<file path="config.mk">
export PLATFORM = sky130hd
export DESIGN_NAME = fetch_stage_flat
export DESIGN_NICKNAME = d
export VERILOG_FILES = /design/src/rtl/fetch_stage_pkg.sv /design/src/rtl/fetch_stage_if.sv /design/src/rtl/fetch_align.sv /design/src/rtl/fetch_stage.sv /design/src/flat_wrapper.sv
export SDC_FILE = /design/constraint.sdc
export NUM_CORES = 1
export LEC_CHECK = 0
export CAP_MARGIN = 30
export CORE_ASPECT_RATIO = 1.5
export CORE_MARGIN = 2
export CORE_UTILIZATION = 35
export DETAILED_ROUTE_END_ITERATION = 10
export GPL_TIMING_DRIVEN = 0
export PLACE_DENSITY = 0.73
export REMOVE_ABC_BUFFERS = 1
export SKIP_LAST_GASP = 1
export SYNTH_ARGS = -nofsm -noshare
export SYNTH_HDL_FRONTEND = slang
export SYNTH_SLANG_ARGS = --single-unit
export TNS_END_PERCENT = 20
</file>
<file path="constraint.sdc">
create_clock -name clk_i -period 8.05 [get_ports clk_i]
set_input_delay 0.805 -clock clk_i [delete_from_list [all_inputs] [get_ports clk_i]]
set_output_delay 0.805 -clock clk_i [all_outputs]
set_load 0.005 [all_outputs]
</file>
<file path="src/rtl/fetch_stage_pkg.sv">
// Shared definitions for the pipeline stages: instruction codes, ifun limits,
// status codes, fetch FSM states and the decoded-field bundle.
package fetch_stage_pkg;

  localparam logic [3:0] IHALT   = 4'h0;
  localparam logic [3:0] INOP    = 4'h1;
  localparam logic [3:0] ICMOVQ  = 4'h2;
  localparam logic [3:0] IIRMOVQ = 4'h3;
  localparam logic [3:0] IRMMOVQ = 4'h4;
  localparam logic [3:0] IMRMOVQ = 4'h5;
  localparam logic [3:0] IOPQ    = 4'h6;
  localparam logic [3:0] IJXX    = 4'h7;
  localparam logic [3:0] ICALL   = 4'h8;
  localparam logic [3:0] IRET    = 4'h9;
  localparam logic [3:0] IPUSHQ  = 4'hA;
  localparam logic [3:0] IPOPQ   = 4'hB;

  localparam logic [3:0] RNONE        = 4'hF;
  localparam logic [3:0] OPQ_IFUN_MAX = 4'd3;
  // CMOVQ shares the condition encoding with JXX, hence the same limit.
  localparam logic [3:0] JXX_IFUN_MAX = 4'd6;

  localparam logic [2:0] SAOK = 3'd1;
  localparam logic [2:0] SHLT = 3'd2;
  localparam logic [2:0] SADR = 3'd3;
  localparam logic [2:0] SINS = 3'd4;

  typedef enum logic [1:0] {RUN, HLT, ADR, INS} state_t;

  typedef struct packed {
    logic [3:0]  icode;
    logic [3:0]  ifun;
    logic [3:0]  ra;
    logic [3:0]  rb;
    logic [63:0] valc;
    logic [63:0] valp;
    logic        invalid;
  } fetch_fields_t;

  function automatic logic [2:0] stat_of(input state_t s);
    logic [2:0] r;
    r = SAOK;
    case (s)
      HLT:     r = SHLT;
      ADR:     r = SADR;
      INS:     r = SINS;
      default: r = SAOK;
    endcase
    return r;
  endfunction

endpackage

</file>
<file path="src/rtl/fetch_stage_if.sv">
// Fetch-stage bus: imem request/response, execute/memory feedback and decoded outputs.
// icount_o exists only when FETCH_ICOUNT_EN is defined.
interface fetch_stage_if;
  logic        step_i;
  logic [63:0] imem_addr_o;
  logic [79:0] imem_data_i;
  logic        imem_err_i;
  logic        cnd_i;
  logic [63:0] valM_i;
  logic [3:0]  icode_o;
  logic [3:0]  ifun_o;
  logic [3:0]  rA_o;
  logic [3:0]  rB_o;
  logic [63:0] valC_o;
  logic [63:0] valP_o;
  logic [2:0]  stat_o;
`ifdef FETCH_ICOUNT_EN
  logic [63:0] icount_o;
`endif

  modport slave (
    input  step_i, imem_data_i, imem_err_i, cnd_i, valM_i,
    output imem_addr_o, icode_o, ifun_o, rA_o, rB_o, valC_o, valP_o, stat_o
`ifdef FETCH_ICOUNT_EN
    , output icount_o
`endif
  );

  modport master (
    output step_i, imem_data_i, imem_err_i, cnd_i, valM_i,
    input  imem_addr_o, icode_o, ifun_o, rA_o, rB_o, valC_o, valP_o, stat_o
`ifdef FETCH_ICOUNT_EN
    , input icount_o
`endif
  );
endinterface

</file>
<file path="src/rtl/fetch_align.sv">
// Combinational split of the 10 fetched bytes into instruction fields, plus
// fall-through PC and the illegal-encoding flag.
module fetch_align
  import fetch_stage_pkg::*;
(
  input  logic [63:0]   pc,
  input  logic [79:0]   data,
  output fetch_fields_t fields
);

  logic [3:0] icode;
  logic [3:0] ifun;
  logic       need_regids;
  logic       need_valc;
  logic       invalid;

  assign icode = data[7:4];
  assign ifun  = data[3:0];

  always_comb begin
    need_regids = 1'b0;
    need_valc   = 1'b0;
    case (icode)
      ICMOVQ, IOPQ, IPUSHQ, IPOPQ: need_regids = 1'b1;
      IIRMOVQ, IRMMOVQ, IMRMOVQ: begin
        need_regids = 1'b1;
        need_valc   = 1'b1;
      end
      IJXX, ICALL: need_valc = 1'b1;
      default: ;
    endcase
  end

  always_comb begin
    invalid = 1'b0;
    case (icode)
      IOPQ:         invalid = (ifun > OPQ_IFUN_MAX);
      IJXX, ICMOVQ: invalid = (ifun > JXX_IFUN_MAX);
      default:      invalid = (icode > IPOPQ) || (ifun != 4'h0);
    endcase
  end

  always_comb begin
    fields         = '0;
    fields.icode   = icode;
    fields.ifun    = ifun;
    fields.ra      = need_regids ? data[15:12] : RNONE;
    fields.rb      = need_regids ? data[11:8]  : RNONE;
    // The constant starts right after the register byte when one is present.
    if (need_valc) begin
      fields.valc  = need_regids ? data[79:16] : data[71:8];
    end
    fields.valp    = pc + 64'd1 + {63'd0, need_regids} + {60'd0, need_valc, 3'b000};
    fields.invalid = invalid;
  end

endmodule

</file>
<file path="src/rtl/fetch_stage.sv">
// Fetch stage: PC register, RUN/HLT/ADR/INS status FSM and next-PC selection.
// Optional retired-instruction counter icount_o when FETCH_ICOUNT_EN is defined.
module fetch_stage
  import fetch_stage_pkg::*;
#(
  parameter logic [63:0] RESET_PC = 64'h0
)(
  input logic          clk_i,
  input logic          rst_n_i,
  fetch_stage_if.slave bus
);

  state_t        state;
  state_t        state_nxt;
  logic [63:0]   pc;
  logic [63:0]   pc_nxt;
  fetch_fields_t f;
  logic          squash;

  fetch_align u_align (
    .pc     (pc),
    .data   (bus.imem_data_i),
    .fields (f)
  );

  always_ff @(posedge clk_i) begin
    if (!rst_n_i) begin
      state <= RUN;
      pc    <= RESET_PC;
    end else begin
      state <= state_nxt;
      pc    <= pc_nxt;
    end
  end

  // Faulting or halting leaves PC on the offending instruction.
  always_comb begin
    state_nxt = state;
    pc_nxt    = pc;
    if (state == RUN && bus.step_i) begin
      if (bus.imem_err_i) begin
        state_nxt = ADR;
      end else if (f.invalid) begin
        state_nxt = INS;
      end else if (f.icode == IHALT) begin
        state_nxt = HLT;
      end else begin
        case (f.icode)
          ICALL:   pc_nxt = f.valc;
          IJXX:    pc_nxt = bus.cnd_i ? f.valc : f.valp;
          IRET:    pc_nxt = bus.valM_i;
          default: pc_nxt = f.valp;
        endcase
      end
    end
  end

`ifdef FETCH_ICOUNT_EN
  logic        accept;
  logic [63:0] icount;

  assign accept = (state == RUN) && bus.step_i && !bus.imem_err_i && !f.invalid;

  always_ff @(posedge clk_i) begin
    if (!rst_n_i) begin
      icount <= '0;
    end else if (accept) begin
      icount <= icount + 64'd1;
    end
  end

  assign bus.icount_o = icount;
`endif

  // Present a bubble downstream so no register write can be triggered.
  assign squash = (state != RUN) || bus.imem_err_i;

  assign bus.imem_addr_o = pc;
  assign bus.icode_o     = squash ? INOP  : f.icode;
  assign bus.ifun_o      = squash ? 4'h0  : f.ifun;
  assign bus.rA_o        = squash ? RNONE : f.ra;
  assign bus.rB_o        = squash ? RNONE : f.rb;
  assign bus.valC_o      = squash ? 64'h0 : f.valc;
  assign bus.valP_o      = f.valp;
  assign bus.stat_o      = stat_of(state);

endmodule

</file>
<file path="src/flat_wrapper.sv">
// flat-port wrapper written by rule: the top's interface ports become plain ports
module fetch_stage_flat import fetch_stage_pkg::*;
#(
  parameter logic [63:0] RESET_PC = 64'h0
)
  (clk_i, rst_n_i, bus_step_i, bus_imem_data_i, bus_imem_err_i, bus_cnd_i, bus_valM_i, bus_imem_addr_o, bus_icode_o, bus_ifun_o, bus_rA_o, bus_rB_o, bus_valC_o, bus_valP_o, bus_stat_o);
  fetch_stage_if bus_i ();
  input logic clk_i;
  input logic rst_n_i;
  input wire logic [$bits(bus_i.step_i)-1:0] bus_step_i;
  input wire logic [$bits(bus_i.imem_data_i)-1:0] bus_imem_data_i;
  input wire logic [$bits(bus_i.imem_err_i)-1:0] bus_imem_err_i;
  input wire logic [$bits(bus_i.cnd_i)-1:0] bus_cnd_i;
  input wire logic [$bits(bus_i.valM_i)-1:0] bus_valM_i;
  output wire logic [$bits(bus_i.imem_addr_o)-1:0] bus_imem_addr_o;
  output wire logic [$bits(bus_i.icode_o)-1:0] bus_icode_o;
  output wire logic [$bits(bus_i.ifun_o)-1:0] bus_ifun_o;
  output wire logic [$bits(bus_i.rA_o)-1:0] bus_rA_o;
  output wire logic [$bits(bus_i.rB_o)-1:0] bus_rB_o;
  output wire logic [$bits(bus_i.valC_o)-1:0] bus_valC_o;
  output wire logic [$bits(bus_i.valP_o)-1:0] bus_valP_o;
  output wire logic [$bits(bus_i.stat_o)-1:0] bus_stat_o;
  assign bus_i.step_i = bus_step_i;
  assign bus_i.imem_data_i = bus_imem_data_i;
  assign bus_i.imem_err_i = bus_imem_err_i;
  assign bus_i.cnd_i = bus_cnd_i;
  assign bus_i.valM_i = bus_valM_i;
  assign bus_imem_addr_o = bus_i.imem_addr_o;
  assign bus_icode_o = bus_i.icode_o;
  assign bus_ifun_o = bus_i.ifun_o;
  assign bus_rA_o = bus_i.rA_o;
  assign bus_rB_o = bus_i.rB_o;
  assign bus_valC_o = bus_i.valC_o;
  assign bus_valP_o = bus_i.valP_o;
  assign bus_stat_o = bus_i.stat_o;
  fetch_stage #(.RESET_PC(RESET_PC)) u_core (.clk_i(clk_i), .rst_n_i(rst_n_i), .bus(bus_i));
endmodule
</file>
==> reports/metrics.cfg <==
[cts]
cts_sinks=66
tritoncts=done
cts_root_buf=clkbuf_16
path_clk_slew_ps=60
clockBufferDepth=2
h-tree-depth=3
numCtsBuffers=9
post_cts_buffers=0
hold_buffers=0
cts_resized=0
clk_latency_ps=340

[synthesis]
synth_top_area_cell=dfxtp_1
synth_enable_flop_cells=0
syn_area_um2=6797
async_flop_share_pct=0
synth-main-ff-cell=dfxtp_1
synth_commonest_cells=137 x nor2_1, 87 x nand2_1, 71 x clkbuf_1, 70 x mux2i_1, 66 x dfxtp_1
syn_inst=971
yosysSeqAreaShare_pct=19.44
synth.top_cell.area_share_pct=19.44
yosysMostFrequentCell=nor2_1
synth_seq_cells=66
ys_warn_count=0
synth_area_leaders=dfxtp_1 19%, mux2i_1 10%, nor2_1 7.6%
ys_types=70
syn_area_per_cell_um2=7.000

[placed_design]
gp_congestion=0.8890
io_buffers=359
place_hpwl_um=26180

[timing]
finalSetupViolCount=0
fin_tns_setup_ps=0
rsz0062_at_grt=false
finalCritPeriodShare_pct=86.70
finalMaxSlewViolations=0
worst_pin_slew_ps=981.7
finalHoldViolCount=0
slew_headroom_pct=34.41
hold_slack_ps=534.6
fmax_mhz=143.3
period_needed_ps=6979
fin_worst_skew_ps=13.96

[routing]
vias_per_cell=5.918
drc_errors=0
drt-initial-drc-count=648
routedWlPerCell_um=22.20
first_pass_iters=6
antenna_left=0
vias=9025
routed_wl_um=33850

[cells_and_area]
nets=1420
diodes=0
drive_above_1_share_pct=4.019
syn_to_final_growth_pct=61.19

[critical_path]
crit_type=in2out
critPathRequiredTime_ps=7240
r2r_end=u_core.bus.imem_addr_o[53]$_SDFFE_PN0P_
arrival_ps=6170
rr_worst_depth=8
crit_fanout=26
r2r_slack_ps=4670
r2r-start=u_core.bus.imem_addr_o[0]$_SDFFE_PN0P_
end_kind=output pin
critPathLaunchType=primary input

[power_and_ir_drop]
leakage_uw=0.003966
cellPowerDensity_nw_per_um2=100.1
ir_drop_mv=0.07591

[job]
cap_violations=0

[floorplanning]
die_y_um=174.7
die_x_um=117.8
core_um2=19080
start_util_pct=35.61
io_pins=360
die-area_um2=20570
rows=62

[global_route]
grt_pass1_wl_um=50670
grt_pass1_vias=8578
overflow=0
antenna_found_initial=0
grt_util_all_layers_pct=31.31
grt_max_degree=47

[hold_path]
holdPathEnd=u_core.state[1]$_SDFFE_PN0P_
hold_class=reg2reg
worst_hold_path.num_cells=2
worstHoldStart=u_core.state[1]$_SDFFE_PN0P_

[outcome]
status=completed

## flip-flops by register name, indices dropped and copies added (netlist names)
signal and cells:
u_core.bus.imem_addr_o 64, u_core.state 2
## how the worst max path moves through the flow
stage / startpoint / to / slack [ps] / depth (start not counted)
6_report: bus_imem_data_i[6] / bus_valP_o[61] / 1070 / 12
5_1_grt: bus_imem_data_i[4] / bus_valP_o[52] / 830 / 13
4_1_cts: bus_imem_data_i[6] / bus_valP_o[61] / 1140 / 12
3_5_place_dp: bus_imem_data_i[6] / bus_valP_o[61] / 1150 / 12
3_3_place_gp: bus_imem_data_i[4] / bus_valP_o[20] / -4300 / 12
2_1_floorplan: bus_imem_data_i[4] / bus_valP_o[20] / -60 / 10
## layer usage
layer / share of wire (%) / vias to the layer above / GRT usage (%)
met2: 51 / 486 / 56.69
met1: 37 / 4291 / 34.47
li1: - / 4153 / -
met3: 6.6 / 95 / 5.255
met4: 5.8 / 0 / 17.42
met5: 0 / - / 0
## report_power, final
group          internal, µW  switching (µW)  leakage (µW)
logic                   180             158       0.00329
registers               332            8.53      0.000533
clock network           257             161      0.000145
## critical path, cell delays in order
cell,delay (ps)
clkdlybuf4s50_1,940
nor2b_1,510
a21oi_4,360
buf_12,290
ha_1,230
and4b_1,340
o2111ai_1,470
nor4_1,920
nand2_1,270
or3_1,400
nand2_1,90
clkdlybuf4s50_1,530
## kinds of logic after synthesis
family | after synthesis | synth area share [%]
AND/OR/NAND/NOR | 401 | 28.92
AO/OA/AOI/OAI | 257 | 25.81
buffers and inverters | 108 | 6.204
multiplexers | 71 | 10.47
flip-flops | 66 | 19.44
XOR/XNOR | 61 | 7.861
adder cells (fa/ha/maj) | 7 | 1.289
## cell usage in the layout, fill, tap and decap left out, types with 5 or more instances in the layout
cell type | netlist | layout
nand2_1 | 87 | 84
nor3_1 | 20 | 20
clkbuf_16 | 0 | 9
nor2b_1 | 8 | 7
or4_1 | 7 | 7
clkdlybuf4s50_1 | 0 | 358
o2bb2ai_1 | 5 | 5
o21a_1 | 9 | 9
mux2i_1 | 70 | 70
o211ai_1 | 11 | 11
or3_1 | 14 | 14
a31oi_1 | 7 | 6
o31a_1 | 9 | 9
buf_12 | 0 | 7
a32o_1 | 12 | 12
o21ai_0 | 52 | 52
a21oi_1 | 52 | 51
and4_1 | 8 | 8
dfxtp_1 | 66 | 66
nor2_1 | 137 | 137
inv_1 | 19 | 19
ha_1 | 7 | 7
nor4_1 | 10 | 10
a221oi_1 | 8 | 8
o22ai_1 | 26 | 26
nand3_1 | 34 | 33
and3_1 | 16 | 16
and2_1 | 16 | 14
xor2_1 | 24 | 24
a2bb2oi_1 | 19 | 19
o221ai_1 | 5 | 5
nand4_1 | 22 | 22
o31ai_1 | 6 | 6
xnor2_1 | 37 | 37
## final cells by class
cell class / count / area [µm²]
clock inverters: 4 / 50.05
inverters: 19 / 71.32
flip-flops and latches: 66 / 1321
well taps: 256 / 320.3
repair buffers: 371 / 3834
multi-input cells: 797 / 5102
fillers: 1848 / 8128
clock buffers: 12 / 256.5
## through the flow
step,std cells,worst slack [ps],util [%],cell area [µm²],total power (µW)
floorplan,882,-56.25,-,6446,484.7
global placement,1497,-4297,54.29,10360,684.0
detailed placement,1509,1150,55.80,10650,682.9
CTS,1525,1137,57.41,10960,1097
global route,1525,827.9,57.41,10960,1134
finish,1525,1071,57.41,10960,1097
Note: power is estimated with default switching activity, not from simulation.
